==> config.mk <==
export PLATFORM = sky130hd
export DESIGN_NAME = pcs_encoder_64b66b_flat
export DESIGN_NICKNAME = d
export VERILOG_FILES = /design/src/rtl/pcs_pkg.sv /design/src/rtl/pcs_encoder_64b66b_if.sv /design/src/rtl/pcs_enc_classify.sv /design/src/rtl/pcs_encoder_64b66b.sv /design/src/flat_wrapper.sv
export SDC_FILE = /design/constraint.sdc
export NUM_CORES = 1
export LEC_CHECK = 0
export ABC_AREA = 1
export CORE_MARGIN = 4
export CORE_UTILIZATION = 28
export CTS_BUF_LIST = sky130_fd_sc_hd__clkbuf_16
export DETAILED_ROUTE_END_ITERATION = 16
export GPL_TIMING_DRIVEN = 0
export HOLD_SLACK_MARGIN = 0.03
export PLACE_DENSITY_LB_ADDON = 0.3
export SLEW_MARGIN = 20
export SYNTH_ARGS = -nofsm -noshare
export SYNTH_HDL_FRONTEND = slang
export SYNTH_SLANG_ARGS = --single-unit
==> constraint.sdc <==
create_clock -name clk -period 3.5 [get_ports clk]
set_input_delay 0.35 -clock clk [delete_from_list [all_inputs] [get_ports clk]]
set_output_delay 0.35 -clock clk [all_outputs]
set_load 0.005 [all_outputs]
==> src/rtl/pcs_pkg.sv <==
// Shared constants and types for the 64b/66b transmit encoder:
// XGMII characters, BASE-R block types, sync headers, FSM state codes
// and the input word classification.
package pcs_pkg;

  localparam int DATA_WIDTH = 64;
  localparam int CTRL_WIDTH = DATA_WIDTH / 8;
  localparam int HDR_WIDTH  = 2;

  // XGMII control characters
  localparam logic [7:0] XG_IDLE  = 8'h07;
  localparam logic [7:0] XG_START = 8'hFB;
  localparam logic [7:0] XG_TERM  = 8'hFD;
  localparam logic [7:0] XG_ERROR = 8'hFE;

  // 7-bit control codes used inside control blocks
  localparam logic [6:0] CC_IDLE  = 7'h00;
  localparam logic [6:0] CC_ERROR = 7'h1E;

  // Block type field values
  localparam logic [7:0] BT_CTRL  = 8'h1E;
  localparam logic [7:0] BT_START = 8'h78;
  localparam logic [7:0] BT_TERM [0:7] = '{8'h87, 8'h99, 8'hAA, 8'hB4,
                                            8'hCC, 8'hD2, 8'hE1, 8'hFF};

  // Sync headers
  localparam logic [HDR_WIDTH-1:0] SH_DATA = 2'b01;
  localparam logic [HDR_WIDTH-1:0] SH_CTRL = 2'b10;

  // Canned payloads
  localparam logic [DATA_WIDTH-1:0] IDLE_BLOCK = {56'h0, BT_CTRL};
  localparam logic [DATA_WIDTH-1:0] ERR_BLOCK  = {{8{CC_ERROR}}, BT_CTRL};

  // Encoder FSM state codes
  localparam logic [2:0] ST_INIT = 3'd0;
  localparam logic [2:0] ST_TX_C = 3'd1;
  localparam logic [2:0] ST_TX_D = 3'd2;
  localparam logic [2:0] ST_TX_T = 3'd3;
  localparam logic [2:0] ST_TX_E = 3'd4;

  typedef enum logic [2:0] {
    INIT = ST_INIT,
    TX_C = ST_TX_C,
    TX_D = ST_TX_D,
    TX_T = ST_TX_T,
    TX_E = ST_TX_E
  } enc_state_t;

  // Classification of one XGMII word
  typedef enum logic [2:0] {
    BLK_C,  // all idle / error control characters
    BLK_S,  // start in lane 0
    BLK_D,  // all data
    BLK_T,  // terminate in some lane, idles after it
    BLK_E   // anything else
  } blk_class_t;

endpackage

==> src/rtl/pcs_encoder_64b66b_if.sv <==
// XGMII-side input word and BASE-R block output bundle of the encoder.
// Optional o_err_cnt is present only when PCS_ENC_ERR_CNT_EN is defined.
interface pcs_encoder_64b66b_if;

  logic                             i_valid;
  logic [pcs_pkg::DATA_WIDTH-1:0]   i_tx_data;
  logic [pcs_pkg::CTRL_WIDTH-1:0]   i_tx_ctrl;
  logic                             o_valid;
  logic [pcs_pkg::HDR_WIDTH-1:0]    o_tx_hdr;
  logic [pcs_pkg::DATA_WIDTH-1:0]   o_tx_data;
`ifdef PCS_ENC_ERR_CNT_EN
  logic [15:0]                      o_err_cnt;
`endif

  // Encoder side
  modport slave (
    input  i_valid, i_tx_data, i_tx_ctrl,
    output o_valid, o_tx_hdr, o_tx_data
`ifdef PCS_ENC_ERR_CNT_EN
    , output o_err_cnt
`endif
  );

  // Word source / block sink side
  modport master (
    output i_valid, i_tx_data, i_tx_ctrl,
    input  o_valid, o_tx_hdr, o_tx_data
`ifdef PCS_ENC_ERR_CNT_EN
    , input o_err_cnt
`endif
  );

endinterface

==> src/rtl/pcs_enc_classify.sv <==
// Combinational classifier: XGMII data+ctrl -> block class, terminate lane
// and encoded payload. For terminate words the type byte is left zero; the
// top picks it from the lane index.
module pcs_enc_classify
  import pcs_pkg::*;
(
  input  logic [DATA_WIDTH-1:0] tx_data,
  input  logic [CTRL_WIDTH-1:0] tx_ctrl,
  output blk_class_t            blk_class,
  output logic [2:0]            term_lane,
  output logic [DATA_WIDTH-1:0] payload
);

  logic                  is_c;
  logic                  is_t;
  logic [DATA_WIDTH-1:0] c_payload;
  logic [DATA_WIDTH-1:0] t_payload;

  // Control word check and 7-bit code packing
  // NOTE: every variable written in always_comb gets a default first, so no path can infer a latch.
  always_comb begin
    is_c      = (tx_ctrl == 8'hFF);
    c_payload = IDLE_BLOCK;
    for (int k = 0; k < 8; k++) begin
      if (tx_data[8*k +: 8] == XG_ERROR) begin
        c_payload[8 + 7*k +: 7] = CC_ERROR;
      end else begin
        c_payload[8 + 7*k +: 7] = CC_IDLE;
        if (tx_data[8*k +: 8] != XG_IDLE) is_c = 1'b0;
      end
    end
  end

  // Terminate detection: ctrl is ones from lane k up, lane k is /T/, idles after
  always_comb begin
    logic       ok;
    logic [7:0] mask;
    is_t      = 1'b0;
    term_lane = 3'd0;
    for (int k = 0; k < 8; k++) begin
      mask = 8'hFF << k;
      ok   = (tx_ctrl == mask) && (tx_data[8*k +: 8] == XG_TERM);
      for (int j = k + 1; j < 8; j++) begin
        if (tx_data[8*j +: 8] != XG_IDLE) ok = 1'b0;
      end
      if (ok) begin
        is_t      = 1'b1;
        term_lane = 3'(k);
      end
    end
  end

  // Terminate payload: data lanes before the /T/ shifted up one byte
  always_comb begin
    t_payload = '0;
    for (int j = 0; j < 7; j++) begin
      if (j < int'(term_lane)) t_payload[8*j + 8 +: 8] = tx_data[8*j +: 8];
    end
  end

  // Final class selection
  always_comb begin
    blk_class = BLK_E;
    payload   = ERR_BLOCK;
    if (is_c) begin
      blk_class = BLK_C;
      payload   = c_payload;
    end else if (tx_ctrl == 8'h01 && tx_data[7:0] == XG_START) begin
      blk_class = BLK_S;
      payload   = {tx_data[63:8], BT_START};
    end else if (tx_ctrl == 8'h00) begin
      blk_class = BLK_D;
      payload   = tx_data;
    end else if (is_t) begin
      blk_class = BLK_T;
      payload   = t_payload;
    end
  end

endmodule

==> src/rtl/pcs_encoder_64b66b.sv <==
// 64b/66b BASE-R transmit encoder: classifies XGMII words, runs the
// transmit encode FSM, substitutes error blocks on illegal sequences and
// registers the 66-bit block with one cycle of latency.
// Optional feature macro: PCS_ENC_ERR_CNT_EN (saturating error block count).
module pcs_encoder_64b66b
  import pcs_pkg::*;
(
  input  logic                   clk,
  input  logic                   i_rst_n,
  pcs_encoder_64b66b_if.slave    bus
);

  blk_class_t            cls;
  logic [2:0]            term_lane;
  logic [DATA_WIDTH-1:0] cls_payload;

  enc_state_t            state_q;
  enc_state_t            state_d;
  logic                  take_c;
  logic                  take_s;
  logic                  take_d;
  logic                  take_t;
  logic [HDR_WIDTH-1:0]  hdr_d;
  logic [DATA_WIDTH-1:0] data_d;

  logic                  valid_q;
  logic [HDR_WIDTH-1:0]  hdr_q;
  logic [DATA_WIDTH-1:0] data_q;

  pcs_enc_classify u_classify (
    .tx_data   (bus.i_tx_data),
    .tx_ctrl   (bus.i_tx_ctrl),
    .blk_class (cls),
    .term_lane (term_lane),
    .payload   (cls_payload)
  );

  // Which classes are legal from the current state
  always_comb begin
    take_c = 1'b0;
    take_s = 1'b0;
    take_d = 1'b0;
    take_t = 1'b0;
    case (state_q)
      INIT, TX_C, TX_T: begin
        take_c = (cls == BLK_C);
        take_s = (cls == BLK_S);
      end
      TX_D: begin
        take_d = (cls == BLK_D);
        take_t = (cls == BLK_T);
      end
      TX_E: begin
        take_c = (cls == BLK_C);
        take_d = (cls == BLK_D);
        take_t = (cls == BLK_T);
      end
      default: ;
    endcase
  end

  // Next block and state; anything not accepted becomes an error block
  always_comb begin
    state_d = TX_E;
    hdr_d   = SH_CTRL;
    data_d  = ERR_BLOCK;
    if (take_c) begin
      state_d = TX_C;
      data_d  = cls_payload;
    end else if (take_s) begin
      state_d = TX_D;
      data_d  = cls_payload;
    end else if (take_d) begin
      state_d = TX_D;
      hdr_d   = SH_DATA;
      data_d  = cls_payload;
    end else if (take_t) begin
      state_d = TX_T;
      data_d  = {cls_payload[63:8], BT_TERM[term_lane]};
    end
  end

  // Output block and FSM registers; held while i_valid is low
  // NOTE: sequential state uses non-blocking assignments so every register samples pre-edge values.
  always_ff @(posedge clk or negedge i_rst_n) begin
    if (!i_rst_n) begin
      valid_q <= 1'b0;
      hdr_q   <= SH_CTRL;
      data_q  <= IDLE_BLOCK;
      state_q <= INIT;
    end else begin
      valid_q <= bus.i_valid;
      if (bus.i_valid) begin
        hdr_q   <= hdr_d;
        data_q  <= data_d;
        state_q <= state_d;
      end
    end
  end

  assign bus.o_valid   = valid_q;
  assign bus.o_tx_hdr  = hdr_q;
  assign bus.o_tx_data = data_q;

`ifdef PCS_ENC_ERR_CNT_EN
  logic        err_blk;
  logic [15:0] err_cnt_q;

  assign err_blk = ~(take_c | take_s | take_d | take_t);

  // Saturating count of error blocks emitted
  always_ff @(posedge clk or negedge i_rst_n) begin
    if (!i_rst_n) begin
      err_cnt_q <= 16'd0;
    end else if (bus.i_valid && err_blk && err_cnt_q != 16'hFFFF) begin
      err_cnt_q <= err_cnt_q + 16'd1;
    end
  end

  assign bus.o_err_cnt = err_cnt_q;
`endif

endmodule

==> src/flat_wrapper.sv <==
// flat-port wrapper written by rule: the top's interface ports become plain ports
module pcs_encoder_64b66b_flat import pcs_pkg::*;
  (clk, i_rst_n, bus_i_valid, bus_i_tx_data, bus_i_tx_ctrl, bus_o_valid, bus_o_tx_hdr, bus_o_tx_data);
  pcs_encoder_64b66b_if bus_i ();
  input  logic clk;
  input  logic i_rst_n;
  input wire logic [$bits(bus_i.i_valid)-1:0] bus_i_valid;
  input wire logic [$bits(bus_i.i_tx_data)-1:0] bus_i_tx_data;
  input wire logic [$bits(bus_i.i_tx_ctrl)-1:0] bus_i_tx_ctrl;
  output wire logic [$bits(bus_i.o_valid)-1:0] bus_o_valid;
  output wire logic [$bits(bus_i.o_tx_hdr)-1:0] bus_o_tx_hdr;
  output wire logic [$bits(bus_i.o_tx_data)-1:0] bus_o_tx_data;
  assign bus_i.i_valid = bus_i_valid;
  assign bus_i.i_tx_data = bus_i_tx_data;
  assign bus_i.i_tx_ctrl = bus_i_tx_ctrl;
  assign bus_o_valid = bus_i.o_valid;
  assign bus_o_tx_hdr = bus_i.o_tx_hdr;
  assign bus_o_tx_data = bus_i.o_tx_data;
  pcs_encoder_64b66b u_core (.clk(clk), .i_rst_n(i_rst_n), .bus(bus_i));
endmodule
==> run summary <==
Status: completed
Largest family of logic cells by synthesized area: simple AND/OR/NAND/NOR gates
Reg2reg start: u_core.state_q[0]
Total congestion overflow: 0
FF+latch count, synth: 70
Post-synthesis mux area share: 0.209%
Initial antenna violation count: 0
Top cells by area, synth: dfrtp_1 (30%), nand2_1 (19%), nor2_1 (11%), inv_1 (5.4%), o21ai_0 (5.1%)
Post-synth top area cell: dfrtp_1
Gpl congestion: 0.981
Reg2reg end: u_core.bus.o_tx_data[23]
R2R depth: 10
Mean Syn Cell Area: 6.14 um^2
Post-synthesis simple-gate area fraction: 44.6%
Worst setup SP type: input pin
P&R area growth vs syn: 38.9%
Post-DP HPWL: 18600 um
Max-cap check violation count: 0
Vias in the first global route: 6284
CTS max path bufs: 2
Die area: 21500 um^2
Synth warnings: 0
CTS tree: yes
Synth async-reset ratio: 100%
Slew Limit Fails: 0
Gr busiest metal: met2
Syn Nets: 951
Final Power: 2.15 mW
FF+latch area: 1760 um^2
Pin count of the biggest net entering global routing: 47
Ports: 142
Clock sink count: 70
Post-Synth XOR/XNOR Area: 0%
Post-DRT Antenna Nets: 0
Synth Area in Adders: 0%
Layout Nets: 1105
Mapped Cells: 876
Hold WC Path Type: input pin to asynchronous set/reset pin
Sequential fraction of the synthesis area: 32.7%
Layout cell share with drive strength beyond 1: 8.60%
Req. time, crit path: 3.74 ns
Power Density: 288 nW/um^2
DP Area: 7140 um^2
Worst-margin pin slew: 0.735 ns
Multi-input gate area: 3150 um^2
Post-route insts no fill: 1295
First-pass GRT wire length: 35300 um
Die width: 147 um
Leakage power: 3.26 nW
CTS Buf Count: 9
Via count: 6341
Post-layout util: 39.7%
All-Layer GR Usage: 21.2%
Hold Violations, Final: 0
Number of flops mapped to enable cells by yosys: 0
Fmax: 0.354 GHz
Top-area cell type share of the netlist area: 30.2%
Rel. slew slack: 51.0%
Layout Skew: 0.00645 ns
Top cells by count, synth: nand2_1 (272), nor2_1 (156), inv_1 (78)
Netlist cell types: 39
CORE AREA: 18800 um^2
Period utilisation layout: 80.8%
CTS H-tree lvls: 3
Routed Wire Length: 22700 um
Unrepaired setup endpoints after global routing: no
Clk root buf: clkbuf_16
Critical Path AT: 3.06 ns
Initial drt markers: 412
# DRC: 0
Final Cell Area: 7470 um^2
Avg WL per Cell: 17.5 um
Routing usage on met1: 27.0%
Met3 GRT Util: 3.88%
Setup tns final: 0 ns
Initial Utilization: 28.6%
Vias/cell: 4.90
Setup Crit Path Kind: input pin to register
Met2 usage: 35.4%
Die Span Y: 147 um
# rows: 50
Worst Setup End Kind: register
Flop-to-flop setup slack: 1.28 ns
Ant. Diodes: 0
Clock Pin Slew Worst Setup and Hold Paths: 0.06 ns
Ys flop type: dfrtp_1
Maximum vdd drop: 0.241 mV
Cell count after placement: 1278
Compound-gate portion of the synthesized area: 13.8%
TritonRoute pass-1 iters: 6
Mapped cell area: 5380 um^2
Cell with the most instances after synthesis: nand2_1
Crit path max fanout: 10
IO buf count: 141
Clock Latency Late Sink: 0.36 ns
Min Clock Period, post-route: 2.83 ns
FILL cells: 2070
Setup violators final: 0
## where the power goes
group | switching (mW) | internal [mW] | leakage (nW)
registers | 0.00482 | 0.817 | 0.796
clock network | 0.390 | 0.626 | 0.154
logic | 0.187 | 0.126 | 2.31
total | 0.581 | 1.57 | 3.26
## cells by family after synthesis
logic type | after synthesis
mux | 1
buf+inv | 115
flops | 70
compound gates | 138
simple gates | 552
## cell type report
class                   instances  share of cell area, %
clock inverters                 7                   1.31
multi-input cells             691                   42.2
clock buffers                   9                   3.01
well taps                     260                   4.35
inverters                      90                   4.55
repair buffers                143                   19.4
plain buffers                  25                   1.72
flip-flops and latches         70                   23.5
## per-stage QoR
step | setup slack, ns | hold slack [ns]
after floorplan | 1.69 | 0.0544
after global placement | -0.431 | 0.466
after detailed placement | 0.395 | 0.299
after CTS | 0.765 | 0.462
after global routing | 0.534 | 0.500
final | 0.672 | 0.453
## cell usage in the layout, fill, tap and decap left out, types with 14 or more instances in the layout
master | netlist | layout
a21oi_1 | 49 | 49
nor2_2 | 15 | 15
o21ai_0 | 55 | 55
dfrtp_1 | 65 | 65
o21ai_1 | 14 | 14
nor2_1 | 156 | 156
nand4_1 | 17 | 17
nand2_1 | 272 | 272
nand3_1 | 52 | 52
inv_1 | 78 | 78
clkdlybuf4s50_1 | 0 | 140
## repair_timing
action,in CTS,in global routing
hold buffers,1,0
buffers inserted,0,0
resized for setup,0,0
endpoints found under the hold margin,24,0
## routing by layer
metal	share of wire, %	up-vias
li1	-	3113
met1	44	2946
met2	47	240
met3	6.3	42
met4	3.0	0
met5	0	-
## worst max-delay path, cell delays in order
cell and delay, ns:
clkdlybuf4s50_1 0.59, nand2_1 0.08, nor2_1 0.27, nand3_1 0.11, nor2_1 0.24, nor2_1 0.11, nor2_2 0.16, nand2_1 0.08
clkinv_1 0.23, nand2_2 0.13, nand3_4 0.22, nand3_2 0.15, nor2_1 0.27, nor2_1 0.07
## registers in the layout, summed over array words and instances, names as in the netlist
name / cells
u_core.state_q: 3
u_core.bus.o_tx_hdr: 2
u_core.bus.o_tx_data: 64
u_core.bus.o_valid: 1
## worst max path at each step
| stage | start | to | slack [ns] | cells after the start |
|---|---|---|---|---|
| 6_report | bus_i_tx_data[37] | u_core.bus.o_tx_data[23] | 0.67 | 14 |
| 5_1_grt | bus_i_tx_data[40] | u_core.bus.o_tx_data[23] | 0.53 | 14 |
| 4_1_cts | bus_i_tx_data[37] | u_core.bus.o_tx_data[23] | 0.76 | 14 |
| 3_5_place_dp | bus_i_tx_data[39] | u_core.bus.o_tx_data[23] | 0.39 | 14 |
| 3_3_place_gp | i_rst_n | u_core.bus.o_tx_data[10] | -0.43 | 1 |
| 2_1_floorplan | bus_i_tx_data[63] | u_core.bus.o_tx_data[32] | 1.69 | 13 |
No activity file was read; power rests on OpenSTA's default activity.
